--- src/rtl/conv_sched_pkg.sv ---
// Shared types and derived-size helpers for the convolution lane scheduler.
package conv_sched_pkg;

  typedef enum logic [1:0] {
    IDLE  = 2'd0,
    ALLOC = 2'd1,
    ISSUE = 2'd2,
    DONE  = 2'd3
  } schedState_e;

  localparam int DEF_N     = 32;
  localparam int DEF_F     = 3;
  localparam int DEF_K     = 3;
  localparam int DEF_NF    = 3;
  localparam int DEF_P     = 1;
  localparam int DEF_S     = 1;
  localparam int DEF_NMULT = 64;

  function automatic int calcOut(input int n, input int f, input int p, input int s);
    return (n - f + 2 * p) / s + 1;
  endfunction

  function automatic int calcWin(input int f, input int k);
    return f * f * k;
  endfunction

  function automatic int maxOf(input int a, input int b);
    return (a > b) ? a : b;
  endfunction

endpackage

--- src/rtl/free_lane_picker.sv ---
// Counts the free multiplier lanes and selects the lowest cnt_limit of them.
module free_lane_picker #(
  parameter int NMULT = 64,
  parameter int CW    = 7,
  parameter int LW    = 7
) (
  input  logic [NMULT-1:0] free,
  input  logic [LW-1:0]    cnt_limit,
  output logic [NMULT-1:0] mask,
  output logic [CW-1:0]    pc
);

  logic [LW-1:0] taken;

  // Priority scan from lane 0 upward; lanes past the limit are counted but not granted.
  always_comb begin
    mask  = '0;
    pc    = '0;
    taken = '0;
    for (int i = 0; i < NMULT; i++) begin
      if (free[i]) begin
        pc = pc + CW'(1);
        if (taken < cnt_limit) begin
          mask[i] = 1'b1;
          taken   = taken + LW'(1);
        end
      end
    end
  end

endmodule

--- src/rtl/conv_lane_scheduler.sv ---
// Walks every output pixel of every filter and issues each F*F*K window to the
// multiplier array in one (FULL) or several (PARTIAL) lane-mask beats.
module conv_lane_scheduler
  import conv_sched_pkg::*;
#(
  parameter int N     = DEF_N,
  parameter int F     = DEF_F,
  parameter int K     = DEF_K,
  parameter int NF    = DEF_NF,
  parameter int P     = DEF_P,
  parameter int S     = DEF_S,
  parameter int NMULT = DEF_NMULT,
  localparam int OUT  = calcOut(N, F, P, S),
  localparam int WIN  = calcWin(F, K),
  localparam int OW   = $clog2(OUT),
  localparam int FW   = $clog2(NF),
  localparam int EW   = $clog2(WIN + 1),
  localparam int CW   = $clog2(NMULT + 1),
  localparam int GW   = $clog2(N) + 2
) (
  input  logic             clk,
  input  logic             rstn,
  input  logic             start,
  input  logic             en,
  input  logic [NMULT-1:0] mult_free,
  output logic             job_valid,
  input  logic             job_ready,
  output logic [NMULT-1:0] job_mask,
  output logic [CW-1:0]    job_count,
  output logic [EW-1:0]    job_elem_base,
  output logic [OW-1:0]    job_oy,
  output logic [OW-1:0]    job_ox,
  output logic [FW-1:0]    job_f,
  output logic [GW-1:0]    job_iy0,
  output logic [GW-1:0]    job_ix0,
  output logic             job_last,
  output logic             busy,
  output logic             done,
  output logic             aborted
);

  localparam int LW = maxOf(CW, EW);

  schedState_e      state_q, state_d;
  logic [NMULT-1:0] mask_q, mask_d;
  logic [CW-1:0]    count_q, count_d;
  logic [EW-1:0]    elemBase_q, elemBase_d;
  logic [OW-1:0]    oy_q, oy_d, ox_q, ox_d;
  logic [FW-1:0]    f_q, f_d;
  logic [GW-1:0]    iy0_q, iy0_d, ix0_q, ix0_d;
  logic             last_q, last_d;
  logic             done_q, done_d;
  logic             aborted_q, aborted_d;

  logic [NMULT-1:0] pickMask;
  logic [CW-1:0]    pickPc;
  logic [LW-1:0]    rem, pcExt, cnt;
  logic             lastOx, lastOy, lastF;

  assign rem    = LW'(WIN) - LW'(elemBase_q);
  assign pcExt  = LW'(pickPc);
  assign cnt    = (pcExt >= rem) ? rem : pcExt;
  assign lastOx = (ox_q == OW'(OUT - 1));
  assign lastOy = (oy_q == OW'(OUT - 1));
  assign lastF  = (f_q == FW'(NF - 1));

  free_lane_picker #(
    .NMULT (NMULT),
    .CW    (CW),
    .LW    (LW)
  ) u_picker (
    .free      (mult_free),
    .cnt_limit (rem),
    .mask      (pickMask),
    .pc        (pickPc)
  );

  // Window origin in signed two's complement; negative means it starts in the padding.
  function automatic logic [GW-1:0] originOf(input logic [OW-1:0] o);
    return GW'(o) * GW'(S) - GW'(P);
  endfunction

  always_comb begin
    state_d    = state_q;
    mask_d     = mask_q;
    count_d    = count_q;
    elemBase_d = elemBase_q;
    oy_d       = oy_q;
    ox_d       = ox_q;
    f_d        = f_q;
    iy0_d      = iy0_q;
    ix0_d      = ix0_q;
    last_d     = last_q;
    done_d     = 1'b0;
    aborted_d  = 1'b0;

    if (state_q != IDLE && !en) begin
      state_d   = IDLE;
      aborted_d = 1'b1;
    end else begin
      case (state_q)
        IDLE: begin
          if (start && en) begin
            state_d    = ALLOC;
            elemBase_d = '0;
            oy_d       = '0;
            ox_d       = '0;
            f_d        = '0;
          end
        end
        ALLOC: begin
          if (pickPc != '0) begin
            mask_d  = pickMask;
            count_d = CW'(cnt);
            last_d  = (pcExt >= rem);
            iy0_d   = originOf(oy_q);
            ix0_d   = originOf(ox_q);
            state_d = ISSUE;
          end
        end
        ISSUE: begin
          if (job_ready) begin
            state_d = ALLOC;
            if (last_q) begin
              elemBase_d = '0;
              // ox is the fastest index, then oy, then filter.
              if (!lastOx) begin
                ox_d = ox_q + OW'(1);
              end else begin
                ox_d = '0;
                if (!lastOy) begin
                  oy_d = oy_q + OW'(1);
                end else begin
                  oy_d = '0;
                  if (!lastF) begin
                    f_d = f_q + FW'(1);
                  end else begin
                    f_d     = '0;
                    state_d = DONE;
                    done_d  = 1'b1;
                  end
                end
              end
            end else begin
              elemBase_d = elemBase_q + EW'(count_q);
            end
          end
        end
        DONE: state_d = IDLE;
        default: state_d = IDLE;
      endcase
    end
  end

  always_ff @(posedge clk or negedge rstn) begin
    if (!rstn) begin
      state_q    <= IDLE;
      mask_q     <= '0;
      count_q    <= '0;
      elemBase_q <= '0;
      oy_q       <= '0;
      ox_q       <= '0;
      f_q        <= '0;
      iy0_q      <= '0;
      ix0_q      <= '0;
      last_q     <= 1'b0;
      done_q     <= 1'b0;
      aborted_q  <= 1'b0;
    end else begin
      state_q    <= state_d;
      mask_q     <= mask_d;
      count_q    <= count_d;
      elemBase_q <= elemBase_d;
      oy_q       <= oy_d;
      ox_q       <= ox_d;
      f_q        <= f_d;
      iy0_q      <= iy0_d;
      ix0_q      <= ix0_d;
      last_q     <= last_d;
      done_q     <= done_d;
      aborted_q  <= aborted_d;
    end
  end

  assign job_valid     = (state_q == ISSUE);
  assign job_mask      = mask_q;
  assign job_count     = count_q;
  assign job_elem_base = elemBase_q;
  assign job_oy        = oy_q;
  assign job_ox        = ox_q;
  assign job_f         = f_q;
  assign job_iy0       = iy0_q;
  assign job_ix0       = ix0_q;
  assign job_last      = last_q;
  assign busy          = (state_q != IDLE);
  assign done          = done_q;
  assign aborted       = aborted_q;

endmodule

--- config.mk ---
export PLATFORM = sky130hd
export DESIGN_NAME = conv_lane_scheduler
export DESIGN_NICKNAME = d
export VERILOG_FILES = /design/src/rtl/conv_sched_pkg.sv /design/src/rtl/free_lane_picker.sv /design/src/rtl/conv_lane_scheduler.sv
export SDC_FILE = /design/constraint.sdc
export NUM_CORES = 1
export LEC_CHECK = 0
export CAP_MARGIN = 40
export CORE_ASPECT_RATIO = 0.5
export CORE_UTILIZATION = 59
export CTS_BUF_LIST = sky130_fd_sc_hd__clkbuf_4
export CTS_CLUSTER_DIAMETER = 150
export DETAILED_ROUTE_END_ITERATION = 7
export GPL_TIMING_DRIVEN = 0
export PLACE_DENSITY = 0.8
export SYNTH_ARGS = -nofsm -noshare
export SYNTH_HDL_FRONTEND = slang
export SYNTH_SLANG_ARGS = --single-unit
--- constraint.sdc ---
create_clock -name clk -period 178.1 [get_ports clk]
set_input_delay 35.62 -clock clk [delete_from_list [all_inputs] [get_ports clk]]
set_output_delay 35.62 -clock clk [all_outputs]
set_load 0.005 [all_outputs]
==> summary.txt <==
Setup path
  – CP Launch Type: primary input
  – Setup CP Type: primary input to flop
  – Slowest Stage Delay on Critical Path: 0.56 ns
  – Setup slack, reg-to-reg: 35.45 ns
  – Critical Path Fanout Max: 10
  – Most common cell on crit path: ha_1
  – CP arrival: 171.71 ns
  – WP data required: 178.62 ns
  – Critical Path Sink Type: flop
  – CP max-delay cell: or4_1

Floorplan
  – Core Area: 58300 µm²
  – DIE WIDTH: 348 µm
  – Initial Util: 60.6%
  – Die Y: 175 µm
  – Die ar.: 60900 µm²
  – Row cnt: 62
  – # IOs: 176

Hold path
  – Hold Crit Class: flop to flop

Synthesis
  – Top cells by count, synth: 499 x ha_1, 487 x nand2_1, 345 x nor2_1
  – Top-count cell post-synth: ha_1
  – Ys flop type: dfrtp_1
  – Mapped cell area: 35300 µm²
  – Yosys cell types: 126
  – Area share of the largest cell type after synthesis: 17.7%
  – Top post-synthesis cells by area: ha_1 18%, dfrtp_1 7.4%, xnor2_1 6.9%
  – FFs w/ async S/R, synth: 100%
  – Sequential area share after synthesis: 7.44%
  – Synthesis-stage register bit count: 105
  – Syn Area/Cell: 7.58 µm²
  – Area leader, netlist: ha_1
  – Synth warn: 0
  – Number of synthesized flops with an enable pin: 0
  – Mapped Cells: 4659

Global routing
  – Number of global-route vias before repair: 34004
  – GRT Total Usage: 32.1%
  – First-pass GRT wire length: 164000 µm
  – Largest net degree at the start of global routing: 63
  – GRT overflow: 0
  – Initial antenna violation count: 0

Clocking
  – Max H-tree Level: 3
  – Clock buffer depth: 2
  – Root Buffer: clkbuf_4
  – CTS tree: built
  – # hold bufs at CTS: 0
  – Clk sinks: 105
  – Clock transition at path regs: 0.23 ns
  – Worst skew pair latency: 0.59 ns
  – CTS Buf Count: 9

Route
  – Met2 WL: 50100 µm
  – DR vias/cell: 6.32
  – Drt first-iter violations: 2638
  – Antenna Nets Post-Route: 0
  – DR DRC count: 0
  – Total via count in the routed design: 36402
  – Wirelength per Cell: 18.2 µm
  – WL final: 105000 µm
  – Max layer used: met4
  – Routed length on met1: 44900 µm
  – DR pass1 iterations: 5
  – Detail Route met3 WL: 4770 µm

Timing
  – Hold Fails Final Rpt: 0
  – Fin. max-slew vios: 0
  – Post-route minimum period: 171.19 ns
  – Final setup fails: 0
  – Final worst slack: 6.91 ns
  – Final Skew: 0.0308 ns
  – Period utilization: 96.1%
  – Worst slew pin tran: 1.07 ns
  – Fin Hold WS: 0.518 ns
  – F_max: 0.00584 GHz
  – Final setup TNS: 0 ns
  – Max-slew headroom: 28.2%

Layout
  – Share of post-route cells with drive strength above 1: 13.9%
  – Post-route cell area: 40600 µm²
  – # diodes: 0
  – Synth-to-Final Area Change: 15.1%
  – Final #Nets: 5524

Placed design
  – Placed Area: 38100 µm²
  – Dpl ws: -12.01 ns
  – GPL Wtd Cong: 0.945
  – Detailed Place HPWL: 81400 µm
  – Port Buffers: 144

Flow run
  – Max-Cap Viols: 0

Status
  – Status: complete, no violations
[flip-flops by register name, indices dropped and copies added (netlist names)]
name / cells
job_oy: 5
done: 1
job_iy0: 6
state_q: 2
job_f: 2
job_count: 7
job_last: 1
job_mask: 64
aborted: 1
job_ix0: 6
job_elem_base: 5
job_ox: 5
[worst paths after layout]
path / startpoint / to / depth (start not counted)
max: mult_free[0] / job_mask[63] / 679
min: job_mask[23] / job_mask[23] / 2
max reg2reg: job_elem_base[0] / job_mask[63] / 687
min reg2reg: job_mask[23] / job_mask[23] / 2
max in group asynchronous: rstn / job_elem_base[1] / 2
min in group asynchronous: rstn / job_mask[18] / 1
[critical path, delay by kind of cell]
kind,cells,cell delay (ns)
AO/OA/AOI/OAI,190,38.57
XOR/XNOR,50,10.65
adder cells (fa/ha/maj),64,18.09
buffers and inverters,38,5.43
multiplexers,20,4.58
AND/OR/NAND/NOR,317,58.51
[cell type report]
| cell class | count | area, µm² |
|---|---|---|
| fill | 4707 | 17600 |
| clock inverter | 7 | 88.8 |
| sequential | 105 | 2630 |
| inverter | 246 | 933 |
| multi-input combinational | 4227 | 32900 |
| buffer | 85 | 374 |
| tap | 800 | 1000 |
| timing repair buffer | 281 | 2610 |
| clock buffer | 9 | 67.6 |
[per-stage QoR]
step / utilization (%) / std cells
2_1_floorplan: - / 4669
3_3_place_gp: 64.8 / 5613
3_5_place_dp: 65.3 / 5628
6_report: 69.7 / 5760
4_1_cts: 66.6 / 5664
5_1_grt: 69.7 / 5760
[per-layer routing]
metal / vias up / GRT usage [%]
met3: 295 / 2.74
met5: - / 0
li1: 17752 / -
met4: 0 / 15.4
met2: 1143 / 56.9
met1: 17212 / 39.4
[cells by family (layout without fill, tap and decap cells)]
kind of cell	after synthesis	count (layout)	share of synthesized area [%]
and+or+nand+nor	1786	1786	25.7
muxes	198	198	6.17
xor gates and xnor gates	537	537	16.9
adders and majority gates	502	502	17.8
AOI/OAI and AO/OA	1193	1193	22.2
buffers and inverters	337	628	3.74
DFF	105	105	7.44
other	1	11	0.0106
[layout by cell type (no fill, tap or decap), types with 61 or more instances in the layout]
cell type	n
nor2_1	322
clkdlybuf4s50_1	143
nand2_1	474
nand3_1	175
ha_1	498
inv_1	229
o21a_1	62
nor2b_1	61
a21o_1	89
o21ai_0	262
mux2_2	95
xor2_1	140
nand2b_1	66
and2_1	72
and3_1	72
buf_4	132
dfrtp_1	104
nor3_1	84
a21oi_1	284
xnor2_1	262
nand4_1	118
mux2i_1	83
[timing repair]
| action | 4_1_cts | 5_1_grt |
|---|---|---|
| pin swaps | 18 | 93 |
| buffers inserted | 21 | 101 |
| gates resized for setup | 92 | 241 |
| setup endpoints to repair | 6 | 7 |
Power is not shown: default switching activity piles up to over one toggle a cycle in this logic, so the estimate is an artifact.
